$ cat config.mk
export PLATFORM = sky130hd
export DESIGN_NAME = execute_stage
export DESIGN_NICKNAME = d
export VERILOG_FILES = /design/src/rtl/execute_stage_pkg.sv /design/src/rtl/execute_stage_mul_iter.sv /design/src/rtl/execute_stage.sv
export SDC_FILE = /design/constraint.sdc
export NUM_CORES = 1
export LEC_CHECK = 0
export CAP_MARGIN = 20
export CORE_UTILIZATION = 55
export CTS_CLUSTER_DIAMETER = 30
export DETAILED_ROUTE_END_ITERATION = 7
export MAX_ROUTING_LAYER = met4
export PLACE_DENSITY = 0.74
export SETUP_SLACK_MARGIN = 0.02
export SYNTH_ARGS = -nofsm -noshare
export SYNTH_HDL_FRONTEND = slang
export SYNTH_SLANG_ARGS = --single-unit
$ cat constraint.sdc
create_clock -name h_clk -period 4.5 [get_ports h_clk]
set_input_delay 0.675 -clock h_clk [delete_from_list [all_inputs] [get_ports h_clk]]
set_output_delay 0.675 -clock h_clk [all_outputs]
set_load 0.005 [all_outputs]
$ cat src/rtl/execute_stage_pkg.sv
// Shared definitions for the execute stage: ALU opcode encodings (also used by
// the decoder) and the stage state type.
package execute_stage_pkg;

   localparam int unsigned ALU_ADD  = 0;
   localparam int unsigned ALU_SUB  = 1;
   localparam int unsigned ALU_SLL  = 2;
   localparam int unsigned ALU_SLT  = 3;
   localparam int unsigned ALU_SLTU = 4;
   localparam int unsigned ALU_XOR  = 5;
   localparam int unsigned ALU_SRL  = 6;
   localparam int unsigned ALU_SRA  = 7;
   localparam int unsigned ALU_OR   = 8;
   localparam int unsigned ALU_AND  = 9;
   localparam int unsigned ALU_MUL  = 10;

   typedef enum logic {
      ST_IDLE,
      ST_MUL
   } ex_state_e;

endpackage

$ cat src/rtl/execute_stage_mul_iter.sv
// Iterative shift-add multiplier: one partial product per cycle, DWIDTH cycles,
// low DWIDTH bits of the product.
module mul_iter #(
   parameter int unsigned DWIDTH = 32
) (
   input  logic              clk,
   input  logic              rst_n,
   input  logic              start,
   input  logic [DWIDTH-1:0] a,
   input  logic [DWIDTH-1:0] b,
   input  logic              abort,
   output logic              busy,
   output logic              done,
   output logic [DWIDTH-1:0] product
);

   localparam int unsigned CW = $clog2(DWIDTH) + 1;
   localparam logic [CW-1:0] LAST = CW'(DWIDTH - 1);

   logic [DWIDTH-1:0] r_a;
   logic [DWIDTH-1:0] r_b;
   logic [DWIDTH-1:0] r_acc;
   logic [CW-1:0]     r_cnt;
   logic              r_busy;
   logic [DWIDTH-1:0] w_acc_next;

   assign w_acc_next = r_acc + (r_b[0] ? r_a : '0);
   assign busy       = r_busy;
   assign done       = r_busy && (r_cnt == LAST);
   // product is taken combinationally on the final iteration so the result
   // lands in the stage output register on the same edge
   assign product    = w_acc_next;

   always_ff @(posedge clk or negedge rst_n) begin
      if (!rst_n) begin
         r_a    <= '0;
         r_b    <= '0;
         r_acc  <= '0;
         r_cnt  <= '0;
         r_busy <= 1'b0;
      end else if (abort) begin
         r_cnt  <= '0;
         r_busy <= 1'b0;
      end else if (start) begin
         r_a    <= a;
         r_b    <= b;
         r_acc  <= '0;
         r_cnt  <= '0;
         r_busy <= 1'b1;
      end else if (r_busy) begin
         r_acc <= w_acc_next;
         r_a   <= r_a << 1;
         r_b   <= r_b >> 1;
         if (done) begin
            r_cnt  <= '0;
            r_busy <= 1'b0;
         end else begin
            r_cnt <= r_cnt + 1'b1;
         end
      end
   end

endmodule

$ cat src/rtl/execute_stage.sv
// Execute stage: registers forwarded operands, computes single-cycle ALU
// results, or sequences an iterative multiply.
module execute_stage
   import execute_stage_pkg::*;
#(
   parameter int unsigned DWIDTH  = 32,
   parameter int unsigned AWIDTH  = 5,
   parameter int unsigned OPWIDTH = 4
) (
   input  logic               h_clk,
   input  logic               h_rst,
   input  logic               h_i_ce,
   input  logic               h_i_force_stall,
   input  logic               h_i_stall,
   input  logic               h_i_flush,
   input  logic [OPWIDTH-1:0] h_i_opcode,
   input  logic [DWIDTH-1:0]  h_i_rs1_data,
   input  logic [DWIDTH-1:0]  h_i_rs2_data,
   input  logic [DWIDTH-1:0]  h_i_imm,
   input  logic               h_i_use_imm,
   input  logic [AWIDTH-1:0]  h_i_addr_rd,
   input  logic               h_i_we_reg,
   output logic               h_o_ce,
   output logic               h_o_valid,
   output logic               h_o_we_reg,
   output logic [AWIDTH-1:0]  h_o_addr_rd,
   output logic [DWIDTH-1:0]  h_o_data_rd,
   output logic               h_o_stall
);

   localparam int unsigned SHW = $clog2(DWIDTH);

   ex_state_e          r_state;
   ex_state_e          w_state_next;
   logic               r_ce;
   logic               r_valid;
   logic               r_we;
   logic [AWIDTH-1:0]  r_addr;
   logic [DWIDTH-1:0]  r_data;

   logic [DWIDTH-1:0]  w_opb;
   logic [SHW-1:0]     w_shamt;
   logic [DWIDTH-1:0]  w_alu;
   logic               w_accept;
   logic               w_is_mul;
   logic               w_we;
   logic               w_mul_start;
   logic               w_mul_busy;
   logic               w_mul_done;
   logic [DWIDTH-1:0]  w_mul_product;

   assign w_opb       = h_i_use_imm ? h_i_imm : h_i_rs2_data;
   assign w_shamt     = w_opb[SHW-1:0];
   assign w_is_mul    = (h_i_opcode == OPWIDTH'(ALU_MUL));
   assign w_we        = h_i_we_reg && (h_i_addr_rd != '0);
   assign h_o_stall   = w_mul_busy | h_i_stall;
   assign w_accept    = h_i_ce && !h_i_force_stall && !h_o_stall && !h_i_flush;
   assign w_mul_start = w_accept && w_is_mul;

   assign h_o_ce      = r_ce;
   assign h_o_valid   = r_valid;
   assign h_o_we_reg  = r_we;
   assign h_o_addr_rd = r_addr;
   assign h_o_data_rd = r_data;

   always_comb begin
      w_alu = '0;
      case (h_i_opcode)
         OPWIDTH'(ALU_ADD):  w_alu = h_i_rs1_data + w_opb;
         OPWIDTH'(ALU_SUB):  w_alu = h_i_rs1_data - w_opb;
         OPWIDTH'(ALU_SLL):  w_alu = h_i_rs1_data << w_shamt;
         OPWIDTH'(ALU_SLT):  w_alu = {{(DWIDTH-1){1'b0}}, ($signed(h_i_rs1_data) < $signed(w_opb))};
         OPWIDTH'(ALU_SLTU): w_alu = {{(DWIDTH-1){1'b0}}, (h_i_rs1_data < w_opb)};
         OPWIDTH'(ALU_XOR):  w_alu = h_i_rs1_data ^ w_opb;
         OPWIDTH'(ALU_SRL):  w_alu = h_i_rs1_data >> w_shamt;
         OPWIDTH'(ALU_SRA):  w_alu = $unsigned($signed(h_i_rs1_data) >>> w_shamt);
         OPWIDTH'(ALU_OR):   w_alu = h_i_rs1_data | w_opb;
         OPWIDTH'(ALU_AND):  w_alu = h_i_rs1_data & w_opb;
         default:            w_alu = '0;
      endcase
   end

   mul_iter #(
      .DWIDTH (DWIDTH)
   ) u_mul (
      .clk     (h_clk),
      .rst_n   (h_rst),
      .start   (w_mul_start),
      .a       (h_i_rs1_data),
      .b       (w_opb),
      .abort   (h_i_flush),
      .busy    (w_mul_busy),
      .done    (w_mul_done),
      .product (w_mul_product)
   );

   always_ff @(posedge h_clk or negedge h_rst) begin
      if (!h_rst) r_state <= ST_IDLE;
      else        r_state <= w_state_next;
   end

   always_comb begin
      w_state_next = r_state;
      case (r_state)
         ST_IDLE: if (w_mul_start) w_state_next = ST_MUL;
         ST_MUL:  if (h_i_flush || w_mul_done) w_state_next = ST_IDLE;
         default: w_state_next = ST_IDLE;
      endcase
   end

   // Flush outranks everything; an idle stage under downstream stall holds.
   always_ff @(posedge h_clk or negedge h_rst) begin
      if (!h_rst) begin
         r_ce    <= 1'b0;
         r_valid <= 1'b0;
         r_we    <= 1'b0;
         r_addr  <= '0;
         r_data  <= '0;
      end else if (h_i_flush) begin
         r_ce    <= 1'b0;
         r_valid <= 1'b0;
         r_we    <= 1'b0;
      end else begin
         case (r_state)
            ST_IDLE: begin
               if (w_accept) begin
                  r_ce    <= 1'b1;
                  r_valid <= !w_is_mul;
                  r_we    <= w_we;
                  r_addr  <= h_i_addr_rd;
                  r_data  <= w_alu;
               end else if (!h_i_stall) begin
                  r_ce    <= 1'b0;
                  r_valid <= 1'b0;
               end
            end
            ST_MUL: begin
               if (w_mul_done) begin
                  r_valid <= 1'b1;
                  r_data  <= w_mul_product;
               end
            end
            default: ;
         endcase
      end
   end

endmodule

[Word-level counts from Yosys, hierarchy flattened]
Index checks and enable logic that the tools add are counted.
Storage, ports and cells
  register bits after elaboration: 144
  input port bits: 113
  logic and storage cells: 99
Operators by class
  $add $sub $neg: 4
  $lt $le $gt $ge: 2
  equality and inequality tests: 17
  shifts and indexed selects: 3
  mux-type cells: 34
  bitwise logic cells: 6
  reduce and logical (&&, ||, !) cells: 22
Operator list (number)
  32-bit 2-to-1 mux: 10
  32-bit one-hot mux with 10 select lines: 1
  32-bit adder: 2
  32-bit less-than comparator: 2
  32-bit one-hot mux with 2 select lines: 1
  32-bit AND: 1
  32-bit OR: 1
  32-bit by 5-bit left shift with 32-bit output: 1
  32-bit by 5-bit >> shifter with 32-bit output: 1
  32-bit by 5-bit >>> shifter with 32-bit output: 1
  32-bit subtractor: 1
  32-bit XOR: 1
  6-bit 2-to-1 mux: 4
  4-bit by 3-bit == test with 1-bit output, second input constant: 4
  1-bit 2-to-1 mux: 16
  4-bit == test, second input constant: 3
  4-bit by 2-bit == test with 1-bit output, second input constant: 2
  2-bit AND reduction: 4
  6-bit by 1-bit adder with 6-bit output, second input constant: 1
  6-bit by 5-bit == test with 1-bit output, second input constant: 1
  1-bit logical AND: 6
  3-bit AND reduction: 2
  5-bit nonzero test: 1
  4-bit by 1-bit == test with 1-bit output, second input constant: 1
  other kinds (13): 20

[Depth between registers and ports, before layout]
  depth in word-level cells: 7
  depth in mapped cells: 20
  mapped depth without buffers: 16

[Modules after synthesis]
From an unflattened synthesis, not the netlist that was laid out.
Unflattened totals
  cell total of the unflattened synthesis: 2278
  area, all modules: 17575.6 um^2
Modules (own cells, without submodules)
  execute_stage: instances 1, cells each 1582, area each 11188.2 um^2
  mul_iter: instances 1, cells each 696, area each 6387.4 um^2

[Worst setup path after synthesis]
OpenSTA, ideal clock, no wires.
  path kind: input to register
  start point: input port h_i_use_imm
  end point: register r_data[17], in the netlist h_o_data_rd[17]
  arrival: 4.431 ns
  path slack: -0.062 ns
  cell stages on the path: 18
  cells stage by stage: buf_4 mux2i_2 clkbuf_1 clkbuf_1 buf_1 ha_1 buf_4 nor2_1 o211ai_1 a31oi_1 nor2_1 o21bai_1 a21oi_1 or4b_1 o311ai_1 o221ai_1 a221oi_1 o22ai_1
On the way
  word-level cells in the longest chain between the ends: 5
  elaborated cells on any way between the ends: 12
  classes of those cells: add/sub (2); shift (3); mux (4); bitwise (3)
RTL lines
  from (decl): line execute_stage.sv:20  | input logic h_i_use_imm,
  32-bit 2-to-1 mux (*): line execute_stage.sv:52  | assign w_opb = h_i_use_imm ? h_i_imm : h_i_rs2_data;
  32-bit subtractor, or another cell as far along: line execute_stage.sv:70  | OPWIDTH'(ALU_SUB): w_alu = h_i_rs1_data - w_opb;
  32-bit one-hot mux with 10 select lines (*): line execute_stage.sv:68  | case (h_i_opcode)
  32-bit 2-to-1 mux (*): line execute_stage.sv:126  | if (w_accept) begin
  32-bit one-hot mux with 2 select lines (*): line execute_stage.sv:124  | case (r_state)
  to (signal assigned): line execute_stage.sv:131  | r_data <= w_alu;
  to (signal assigned): line execute_stage.sv:140  | r_data <= w_mul_product;
  to (decl): line execute_stage.sv:39  | logic [DWIDTH-1:0] r_data;
Every way passes the cells marked *; elsewhere a longest branch is shown, timed or not. The select of a mux whose other input is x is not followed.
A chain may end at the register's enable or synchronous reset.

[Final worst setup path]
  start point: register u_mul.r_b[0]
  end point: register r_data[29], in the netlist h_o_data_rd[29]
On the way
  word-level cells in the longest chain between the ends: 4
RTL lines
  from (decl): line execute_stage_mul_iter.sv:21  | logic [DWIDTH-1:0] r_b;
  from (signal assigned): line execute_stage_mul_iter.sv:53  | r_b <= r_b >> 1;
  32-bit 2-to-1 mux: line execute_stage_mul_iter.sv:27  | assign w_acc_next = r_acc + (r_b[0] ? r_a : '0);
  32-bit adder: line execute_stage_mul_iter.sv:27
  32-bit 2-to-1 mux: line execute_stage.sv:138  | if (w_mul_done) begin
  32-bit one-hot mux with 2 select lines: line execute_stage.sv:124
Every way passes these cells. The select of a mux whose other input is x is not followed.

==> flow_metrics.py <==
metrics = {
    "run_status": {
        "status": "finished, final reports clean",
    },
    "yosys": {
        "ys_seq_area_share_pct": 21.6,
        "yosys_warnings": 0,
        "synth_top_area_cell": "dfrtp_1",
        "synth_fp_nets": 2470,
        "netlist.area_leader.share_pct": 21.6,
        "synth_common_cells": "256 x nand2_1, 222 x nor2_1, 214 x a21oi_1",
        "synth_edf_count": 0,
        "yosysMostFrequentCell": "nand2_1",
        "synth_area_um2": 16700,
        "ys.flop_type": "dfrtp_1",
        "syn_inst": 2222,
        "ys_ff_latch": 144,
        "async_reset_ff_share_pct": 100,
        "synth_area_leaders": "dfrtp_1 22%, ha_1 9.9%, mux2i_1 8.7%",
        "synth.distinct_cells": 93,
        "avgSynthCellArea_um2": 7.50,
    },
    "min_path": {
        "hold_path_class": "primary input to async pin",
    },
    "global_routing": {
        "grt_max_degree": 86,
        "grtUsageTotal_pct": 52.3,
        "grt-ovfl-total": 0,
        "met2_usage_pct": 71.0,
        "grt-busiest-layer": "met2",
        "use_met1_pct": 63.4,
        "grt_pass1_vias": 19000,
        "antenna_found_initial": 6,
        "met3_usage_pct": 23.1,
        "grt_first_pass_wirelength_um": 116000,
    },
    "floorplanning": {
        "fp.dieH_um": 176,
        "core-area_um2": 29700,
        "num_rows": 63,
        "io_pins": 154,
        "die_x_um": 176,
        "dieArea_um2": 31000,
        "initial_core_util_pct": 56.1,
    },
    "place": {
        "placed_cells": 2881,
        "dpl.hpwl_um": 61600,
        "port_buffers": 153,
        "gp_congestion": 1.19,
    },
    "timing": {
        "rsz0062_at_grt": "no",
        "max_freq_mhz": 233,
        "slew_headroom_pct": 23.2,
        "fin_worst_skew_ns": 0.0133,
        "fin_tns_setup_ns": 0,
        "finalHoldViolCount": 0,
        "tightestPinTransition_ns": 1.12,
        "report.final.slew_viol_count": 0,
        "fin_crit_sh_pct": 95.3,
        "finalSetupViolCount": 0,
        "period_minus_slack_ns": 4.29,
    },
    "clock_network": {
        "cts-root-buf": "clkbuf_16",
        "post_cts_resized": 0,
        "cts_setup_buffers": 0,
        "hold_buffers": 0,
        "htree_levels": 4,
        "cts_tree": "done",
        "clock_latency_ns": 0.48,
        "clock_path_buffers": 2,
        "clkTransAtPathRegs_ns": 0.07,
        "cts.sinks": 144,
        "cts_buffers": 17,
    },
    "detailed_routing": {
        "firstDrtPassIters": 8,
        "wl_per_cell_um": 27.1,
        "via_count": 20200,
        "wirelength_um": 79300,
        "antenna_left": 0,
        "first_iter_violations": 3662,
        "drc": 0,
        "post_drt_via_cell_ratio": 6.93,
    },
    "setup_path": {
        "startpoint_type": "register",
        "crit_fanout": 25,
        "cp.arrival_ns": 4.68,
        "worstPathRequired_ns": 4.89,
        "cp-end-kind": "register",
        "worstSetupPathType": "register to register",
    },
    "power_and_ir_drop": {
        "ir_drop_v": 0.000300,
        "powerDensity_nw_per_um2": 250,
        "power.total_mw": 5.21,
        "p_leak_nw": 9.49,
    },
    "cells_and_area": {
        "fin_nets": 2758,
        "finalNonFillerCells": 2922,
        "synthToLayoutAreaGrowth_pct": 24.9,
        "final_layout_size_suffix_gt1_share_pct": 14.1,
        "post-route-util_pct": 70.0,
    },
    "run": {
        "max_cap_viol_count": 0,
    },
}
## per-stage QoR
step	cell area, µm²	setup slack, ns	hold slack, ns
floorplan	16700	0.0434	0.379
CTS	20800	0.263	0.337
global placement	20200	-0.166	0.460
global route	20800	0.102	0.357
detailed placement	20200	-0.198	0.467
finish	20800	0.211	0.286
## path summary, 6_finish.rpt
kind                       cells after the start       startpoint  slack [ns]         endpoint
min reg2reg                                    1  h_o_data_rd[13]        0.48  h_o_data_rd[13]
min                                            1            h_rst        0.29   h_o_data_rd[7]
max                                           14     u_mul.r_b[0]        0.21  h_o_data_rd[29]
min in group h_clk                             1  h_o_data_rd[13]        0.48  h_o_data_rd[13]
max reg2reg                                   14     u_mul.r_b[0]        0.21  h_o_data_rd[29]
max in group asynchronous                      2            h_rst        3.33    u_mul.r_b[31]
## routing by layer
metal | vias to the layer above | part of all wire [%]
met5 | - | 0
met4 | 0 | 6.7
met3 | 380 | 16
met2 | 1630 | 40
met1 | 9488 | 37
li1 | 8744 | -
## placed cells by master (no fill, tap or decap), drive strengths merged, types with 32 or more instances in the layout
cell type	count
a211oi	32
o211ai	32
ha	132
o21ai	212
and2	43
mux2i	150
inv	103
clkdlybuf4s50	151
nand2	256
nand3	44
dfrtp	144
nor3	35
a221oi	36
nor2	224
a21o	34
a21oi	216
buf	270
## kinds of logic (layout without fill, tap and decap cells)
| group | after synthesis | in the layout | synth area share (%) |
|---|---|---|---|
| AOI/OAI and AO/OA | 811 | 811 | 31.6 |
| and+or+nand+nor | 683 | 683 | 18.2 |
| buffers and inverters | 248 | 549 | 6.14 |
| muxes | 159 | 159 | 9.91 |
| DFF | 144 | 144 | 21.6 |
| adders and majority gates | 135 | 135 | 10.3 |
| xor gates and xnor gates | 42 | 42 | 2.21 |
| other | 0 | 9 | 0 |
## area by class of cell
type / count / area [µm²]
tap: 390 / 488
fill: 2439 / 8910
clock buffer: 17 / 425
timing repair buffer: 421 / 3650
clock inverter: 15 / 150
sequential: 144 / 3600
multi-input combinational: 1830 / 12100
inverter: 96 / 360
antenna: 9 / 22.5
## report_power, final
part / internal, mW / total [mW] / switching, mW
registers: 1.37 / 1.47 / 0.0934
clock network: 0.778 / 1.49 / 0.714
logic: 0.942 / 2.25 / 1.31
## critical path: stages (launching register included)
cell       delay [ns]
dfrtp_1          0.55
buf_4            0.35
and2_1           0.21
ha_1             0.30
o21ai_0          0.22
a21oi_1          0.08
a211oi_1         0.33
a21oi_1          0.24
o31ai_1          0.46
a21oi_1          0.20
a2111oi_0        0.42
nor3_1           0.13
xor2_1           0.29
a21oi_1          0.16
a211oi_2         0.23
Power figures use the tool's default switching activity.
